--- src/rtl/time_ctrl_pkg.sv ---
// Shared constants for the watch/stopwatch control unit.
// Holds the state encoding and a counter-width helper.
package time_ctrl_pkg;

  localparam logic [2:0] IDLE  = 3'd0;
  localparam logic [2:0] RUN   = 3'd1;
  localparam logic [2:0] PAUSE = 3'd2;
  localparam logic [2:0] SET   = 3'd3;
  localparam logic [2:0] CLEAR = 3'd4;

  // Bits needed to hold 0..max; never less than one bit.
  function automatic int cnt_w(input int max);
    return (max < 1) ? 1 : $clog2(max + 1);
  endfunction

endpackage

--- src/rtl/time_ctrl_fsm_autorepeat.sv ---
// Hold-to-auto-repeat for one direction button.
// Ports: clk, reset, i_tick, i_en, i_lvl, i_block -> o_fire (1-cycle pulse).
module btn_autorepeat
  import time_ctrl_pkg::*;
#(
  parameter int HOLD_TICKS   = 50,
  parameter int REPEAT_TICKS = 10
) (
  input  logic clk,
  input  logic reset,
  input  logic i_tick,
  input  logic i_en,
  input  logic i_lvl,
  input  logic i_block,
  output logic o_fire
);

  localparam int HW = cnt_w(HOLD_TICKS);
  localparam int RW = cnt_w(REPEAT_TICKS);
  localparam logic [HW-1:0] HOLD_MAX = HW'(HOLD_TICKS);
  localparam logic [RW-1:0] REP_MAX  = RW'(REPEAT_TICKS);

  logic          lvl_q;
  logic [HW-1:0] hold_cnt;
  logic [RW-1:0] rep_cnt;
  logic          active;
  logic          holding;
  logic          press;
  logic          hold_hit;
  logic          rep_hit;

  // lvl_q follows the raw level even when blocked, so
  // releasing the opposite button never looks like a press.
  assign active   = i_en & i_lvl & ~i_block;
  assign holding  = (hold_cnt == HOLD_MAX);
  assign press    = active & ~lvl_q;
  assign hold_hit = active & i_tick & ~holding &
                    (hold_cnt == HOLD_MAX - 1'b1);
  assign rep_hit  = active & i_tick & holding &
                    (rep_cnt == REP_MAX - 1'b1);
  assign o_fire   = press | hold_hit | rep_hit;

  always_ff @(posedge clk or posedge reset) begin
    if (reset) begin
      lvl_q    <= 1'b0;
      hold_cnt <= '0;
      rep_cnt  <= '0;
    end else begin
      lvl_q <= i_lvl;
      if (!active) begin
        hold_cnt <= '0;
        rep_cnt  <= '0;
      end else if (i_tick) begin
        if (!holding)
          hold_cnt <= hold_cnt + 1'b1;
        else if (rep_hit)
          rep_cnt <= '0;
        else
          rep_cnt <= rep_cnt + 1'b1;
      end
    end
  end

endmodule

--- src/rtl/time_ctrl_fsm.sv ---
// Control FSM for watch/stopwatch: run/pause/clear, field setting,
// auto-repeat inc/dec, SET timeout, blink and lap freeze.
module time_ctrl_fsm
  import time_ctrl_pkg::*;
#(
  parameter int NUM_FIELDS    = 4,
  parameter int HOLD_TICKS    = 50,
  parameter int REPEAT_TICKS  = 10,
  parameter int TIMEOUT_TICKS = 1000,
  parameter int BLINK_TICKS   = 25
) (
  input  logic                  clk,
  input  logic                  reset,
  input  logic                  i_tick,
  input  logic                  i_btn_run,
  input  logic                  i_btn_clear,
  input  logic                  i_btn_set,
  input  logic                  i_btn_sel,
  input  logic                  i_btn_lap,
  input  logic                  i_up_lvl,
  input  logic                  i_down_lvl,
  output logic                  o_run,
  output logic                  o_clear,
  output logic                  o_setting,
  output logic [NUM_FIELDS-1:0] o_field_sel,
  output logic [NUM_FIELDS-1:0] o_inc,
  output logic [NUM_FIELDS-1:0] o_dec,
  output logic                  o_blink,
  output logic                  o_lap_hold
);

  if (NUM_FIELDS < 1 || HOLD_TICKS < 1 || REPEAT_TICKS < 1 ||
      TIMEOUT_TICKS < 1 || BLINK_TICKS < 1) begin : g_bad_param
    $error("time_ctrl_fsm: parameters must be non-zero");
  end

  localparam int TW = cnt_w(TIMEOUT_TICKS);
  localparam int BW = cnt_w(BLINK_TICKS);
  localparam logic [TW-1:0] TMO_MAX = TW'(TIMEOUT_TICKS);
  localparam logic [BW-1:0] BLK_MAX = BW'(BLINK_TICKS);

  logic [2:0]            state;
  logic [2:0]            nxt;
  logic [TW-1:0]         tmo_cnt;
  logic [BW-1:0]         blk_cnt;
  logic                  in_set;
  logic                  activity;
  logic                  timeout;
  logic                  sel_go;
  logic                  lap_go;
  logic                  up_fire;
  logic                  dn_fire;
  logic [NUM_FIELDS-1:0] fs_rot;

  assign in_set    = (state == SET);
  assign o_run     = (state == RUN);
  assign o_setting = in_set;
  assign o_clear   = (state == CLEAR);

  assign activity = i_btn_run | i_btn_clear | i_btn_set |
                    i_btn_sel | i_btn_lap | i_up_lvl | i_down_lvl;
  assign timeout  = in_set & i_tick & ~activity &
                    (tmo_cnt == TMO_MAX - 1'b1);

  // Left rotate with wrap; also correct for a single field.
  assign fs_rot = (o_field_sel << 1) |
                  (o_field_sel >> (NUM_FIELDS - 1));

  always_comb begin
    nxt    = state;
    lap_go = 1'b0;
    sel_go = 1'b0;
    unique case (state)
      IDLE: begin
        if (i_btn_clear)    nxt = CLEAR;
        else if (i_btn_set) nxt = SET;
        else if (i_btn_run) nxt = RUN;
      end
      RUN: begin
        if (i_btn_clear)    nxt = CLEAR;
        else if (i_btn_set) nxt = SET;
        else if (i_btn_run) nxt = PAUSE;
        else                lap_go = i_btn_lap;
      end
      PAUSE: begin
        if (i_btn_clear)    nxt = CLEAR;
        else if (i_btn_set) nxt = SET;
        else if (i_btn_run) nxt = RUN;
      end
      SET: begin
        if (i_btn_clear)    nxt = CLEAR;
        else if (i_btn_set) nxt = RUN;
        else if (timeout)   nxt = RUN;
        else                sel_go = i_btn_sel;
      end
      CLEAR:   nxt = PAUSE;
      default: nxt = IDLE;
    endcase
  end

  btn_autorepeat #(
    .HOLD_TICKS   (HOLD_TICKS),
    .REPEAT_TICKS (REPEAT_TICKS)
  ) u_up (
    .clk     (clk),
    .reset   (reset),
    .i_tick  (i_tick),
    .i_en    (in_set),
    .i_lvl   (i_up_lvl),
    .i_block (i_down_lvl),
    .o_fire  (up_fire)
  );

  btn_autorepeat #(
    .HOLD_TICKS   (HOLD_TICKS),
    .REPEAT_TICKS (REPEAT_TICKS)
  ) u_dn (
    .clk     (clk),
    .reset   (reset),
    .i_tick  (i_tick),
    .i_en    (in_set),
    .i_lvl   (i_down_lvl),
    .i_block (i_up_lvl),
    .o_fire  (dn_fire)
  );

  always_ff @(posedge clk or posedge reset) begin
    if (reset) begin
      state       <= IDLE;
      o_field_sel <= NUM_FIELDS'(1);
      o_inc       <= '0;
      o_dec       <= '0;
      o_lap_hold  <= 1'b0;
      o_blink     <= 1'b0;
      tmo_cnt     <= '0;
      blk_cnt     <= '0;
    end else begin
      state <= nxt;
      // Strobes latch the field before any same-cycle sel moves it.
      o_inc <= up_fire ? o_field_sel : '0;
      o_dec <= dn_fire ? o_field_sel : '0;
      if (sel_go)
        o_field_sel <= fs_rot;

      if (nxt == CLEAR || nxt == SET)
        o_lap_hold <= 1'b0;
      else if (lap_go)
        o_lap_hold <= ~o_lap_hold;

      if (!in_set || activity)
        tmo_cnt <= '0;
      else if (i_tick && tmo_cnt != TMO_MAX)
        tmo_cnt <= tmo_cnt + 1'b1;

      if (nxt != SET) begin
        o_blink <= 1'b0;
        blk_cnt <= '0;
      end else if (!in_set) begin
        o_blink <= 1'b1;
        blk_cnt <= '0;
      end else if (i_tick) begin
        if (blk_cnt == BLK_MAX - 1'b1) begin
          blk_cnt <= '0;
          o_blink <= ~o_blink;
        end else begin
          blk_cnt <= blk_cnt + 1'b1;
        end
      end
    end
  end

endmodule
--- config.mk ---
export PLATFORM = sky130hd
export DESIGN_NAME = time_ctrl_fsm
export DESIGN_NICKNAME = d
export VERILOG_FILES = /design/src/rtl/time_ctrl_pkg.sv /design/src/rtl/time_ctrl_fsm_autorepeat.sv /design/src/rtl/time_ctrl_fsm.sv
export SDC_FILE = /design/constraint.sdc
export NUM_CORES = 1
export LEC_CHECK = 0
export CORE_MARGIN = 4
export CORE_UTILIZATION = 40
export CTS_BUF_LIST = sky130_fd_sc_hd__clkbuf_4 sky130_fd_sc_hd__clkbuf_8 sky130_fd_sc_hd__clkbuf_16
export CTS_CLUSTER_SIZE = 10
export DETAILED_ROUTE_END_ITERATION = 8
export HOLD_SLACK_MARGIN = 0.15
export PLACE_DENSITY_LB_ADDON = 0.2
export SYNTH_ARGS = -nofsm -noshare
export SYNTH_HDL_FRONTEND = slang
export SYNTH_SLANG_ARGS = --single-unit
export TNS_END_PERCENT = 50
--- constraint.sdc ---
create_clock -name clk -period 2.6 [get_ports clk]
set_clock_uncertainty 0.15 [all_clocks]
set_input_delay 0.52 -clock clk [delete_from_list [all_inputs] [get_ports clk]]
set_output_delay 0.52 -clock clk [all_outputs]
set_load 0.005 [all_outputs]
==> results.yml <==
outcome:
  outcome: "complete, no violations"
clock_network:
  numClockSinks: 54
  cts_setup_buffers: 0
  numCtsBuffers: 5
  htree_levels: 2
  root_buffer: "clkbuf_8"
  clockBufferDepth: 2
  clkTransAtPathRegs_ps: 90
  clkLatencyLatePin_ps: 300
  cts_tree: "yes"
floorplan:
  fp.dieW_microns: 91.60
  die_h_microns: 91.60
  die_area_sq_um: 8390
  coreArea_sq_um: 6794
  placementRows: 30
  start_util_pct: 41.14
  ios: 27
power_and_ir_drop:
  power.density_nw_per_um2: 439.9
  total_power_uw: 1462
  ir_drop_v: 0.0002164
  p_leak_uw: 0.001378
timing:
  finalCritPeriodShare_pct: 93.19
  fin_crit_ps: 2423
  final-hold-violation-count: 0
  grt_setup_unrepaired: "no"
  worst_slack_ps: 177.1
  setup_viol: 0
  worstMarginPinSlew_ps: 414.3
  fmaxAchievable_ghz: 0.4127
  max-slew-margin-rel_pct: 72.15
  maxSlewViolCount: 0
placement:
  pre_cts_ws_ps: -271.9
  place.gp.congestion: 0.7524
  port_buffers: 26
  dp_hpwl_mm: 3.854
  placed_cells: 404
  dpl_cell_area_sq_um: 3222
drt:
  firstDrtPassIters: 4
  drtAntennaViolNets: 0
  drt_iter0_markers: 95
  wl_per_cell_microns: 13.00
  drc: 0
  via_per_inst: 5.126
  drt_wl_total_mm: 5.356
  vias: 2112
logic_synthesis:
  synth_edf_count: 0
  synth_warnings: 0
  synthTopCellsByCount: "dfrtp_1 (53), nor2_1 (28), inv_1 (17), nand2_1 (17), nand3_1 (16)"
  synth_compound_area_share_pct: 7.386
  synth_seq_cells: 54
  ys.flop_type: "dfrtp_1"
  synth_top_area_share_pct: 47.45
  syn_inst: 279
  netlist_area_sq_um: 2795
  post_synth_fa_ha_maj_area_fraction_pct: 6.267
  synth_simple_gate_area_share_pct: 24.80
  ys_seq_area_share_pct: 48.39
  yosys-mux-area-fraction_pct: 4.118
  yosysUniqueCellTypes: 46
  yosys.area.top_type: "dfrtp_1"
  syn_nets: 303
  synth_top_cells_by_area: "dfrtp_1 (47%), ha_1 (6.3%), nor2_1 (3.8%)"
  synth_top_family_by_area: "simple AND/OR/NAND/NOR gates"
  synth_xor_area_share_pct: 5.013
  ys_async_sr_fraction_pct: 100.0
  syn_area_per_cell_sq_um: 10.02
  synth.most_common_cell: "dfrtp_1"
critical_path:
  required_ps: 2620
  cp_slowest_cell: "or4_1"
  crit_type: "input pin to register"
  crit_path_max_incr_delay_ps: 570
  critPathArrivalTime_ps: 2440
  end_kind: "register"
  worstPathCellList: "clkdlybuf4s50_1 -> or4_1 -> or4_4 -> nand2_1 -> o311ai_0"
  worstPathMaxFanout: 7
  cp-start-kind: "input pin"
grt:
  grt_start_max_net_pins: 55
  grt_pass1_wl_mm: 9.597
  antenna_found_initial: 0
  grt_usage_pct: 13.89
  grt_pass1_vias: 2154
  globalRouteOverflowTotal: 0
finish:
  fin_area_sq_um: 3323
  finalNonFillerCells: 412
  final_net_count: 339
  final_util_pct: 48.91
  drive_gt1_share_pct: 9.177
  antenna_cells: 0
  area_growth_pct: 18.89
flow_run:
  cap_violations: 0
worst_hold_path:
  hold_path_class: "register to register"
-- sequential cells by signal, indices dropped and copies added (netlist names) --
signal         flops
tmo_cnt           10
u_dn.hold_cnt      6
u_up.hold_cnt      6
blk_cnt            5
o_dec              4
o_field_sel        4
o_inc              4
u_dn.rep_cnt       4
u_up.rep_cnt       4
state              3
o_blink            1
o_lap_hold         1
u_dn.lvl_q         1
u_up.lvl_q         1
-- report_power, final --
group / internal, uW / leakage (uW) / total (uW) / switching (uW)
clock: 239 / 0.0000523 / 501 / 262
sequential: 848 / 0.000742 / 857 / 9.91
combinational: 47.1 / 0.000584 / 103 / 56.3
total: 1130 / 0.00138 / 1460 / 328
-- kinds of logic (layout without fill, tap and decap cells) --
logic type                 count (synthesis)  after routing
AOI/OAI and AO/OA                         33             33
xor gates and xnor gates                  16             16
adders and majority gates                 14             14
buffers and inverters                     25             62
DFF                                       54             54
muxes                                     11             11
and+or+nand+nor                          126            126
-- through the flow --
step                      setup TNS [ps]  hold slack (ps)
final                                  0            324.3
after global routing                   0            377.9
after CTS                              0            328.7
after detailed placement           -1857            316.2
after global placement             -1350            315.2
after floorplan                        0            301.2
-- layer usage --
| metal | vias to the layer above | track usage (%) | wire length [microns] | part of all wire (%) |
|---|---|---|---|---|
| met1 | 1015 | 18.31 | 2563 | 48 |
| met4 | 0 | 4.397 | 41 | 0.77 |
| met5 | - | 0 | 0 | 0 |
| met3 | 5 | 2.900 | 248 | 4.6 |
| met2 | 40 | 22.76 | 2503 | 47 |
| li1 | 1052 | - | - | - |
-- final timing paths --
path,startpoint,endpoint,slack [ps],cells past startpoint
setup / recovery,i_down_lvl,blk_cnt[2],180,5
hold / removal,blk_cnt[4],blk_cnt[4],320,1
setup reg to reg,tmo_cnt[4],blk_cnt[2],630,4
hold reg to reg,blk_cnt[4],blk_cnt[4],320,1
max in group asynchronous,reset,o_field_sel[0],1600,3
min in group asynchronous,reset,u_up.rep_cnt[3],420,3
-- cells in the final DEF, fill, tap and decap left out, types with 4 or more instances in the layout --
cell type        instances
dfrtp_1                 53
nor2_1                  28
clkdlybuf4s50_1         26
nand2_1                 17
inv_1                   16
nand3_1                 16
ha_1                    14
a21oi_1                 13
nand4_1                 11
and2_1                  10
buf_4                   10
xor2_1                   8
nor3_1                   8
xnor2_1                  8
or3_1                    7
mux2i_1                  7
o21ai_0                  6
clkbuf_8                 6
nor2b_1                  5
mux2_2                   4
-- worst max-delay path, delay by kind of cell --
| family | cells | cell delay, ps |
|---|---|---|
| compound gates | 1 | 130 |
| simple gates | 3 | 1290 |
| buf+inv | 1 | 500 |
-- layout make-up --
cell class	count	area, sq um
repair buffers	37	355.3
fillers	645	3471
clock buffers	8	97.59
well taps	96	120.1
multi-input cells	200	1334
flip-flops and latches	54	1353
inverters	17	63.81
-- timing repair --
item | CTS | global route
hold buffers | 0 | 0
endpoints found under the setup margin | 0 | 2
resized for setup | 0 | 1
Power figures use the tool's default switching activity.
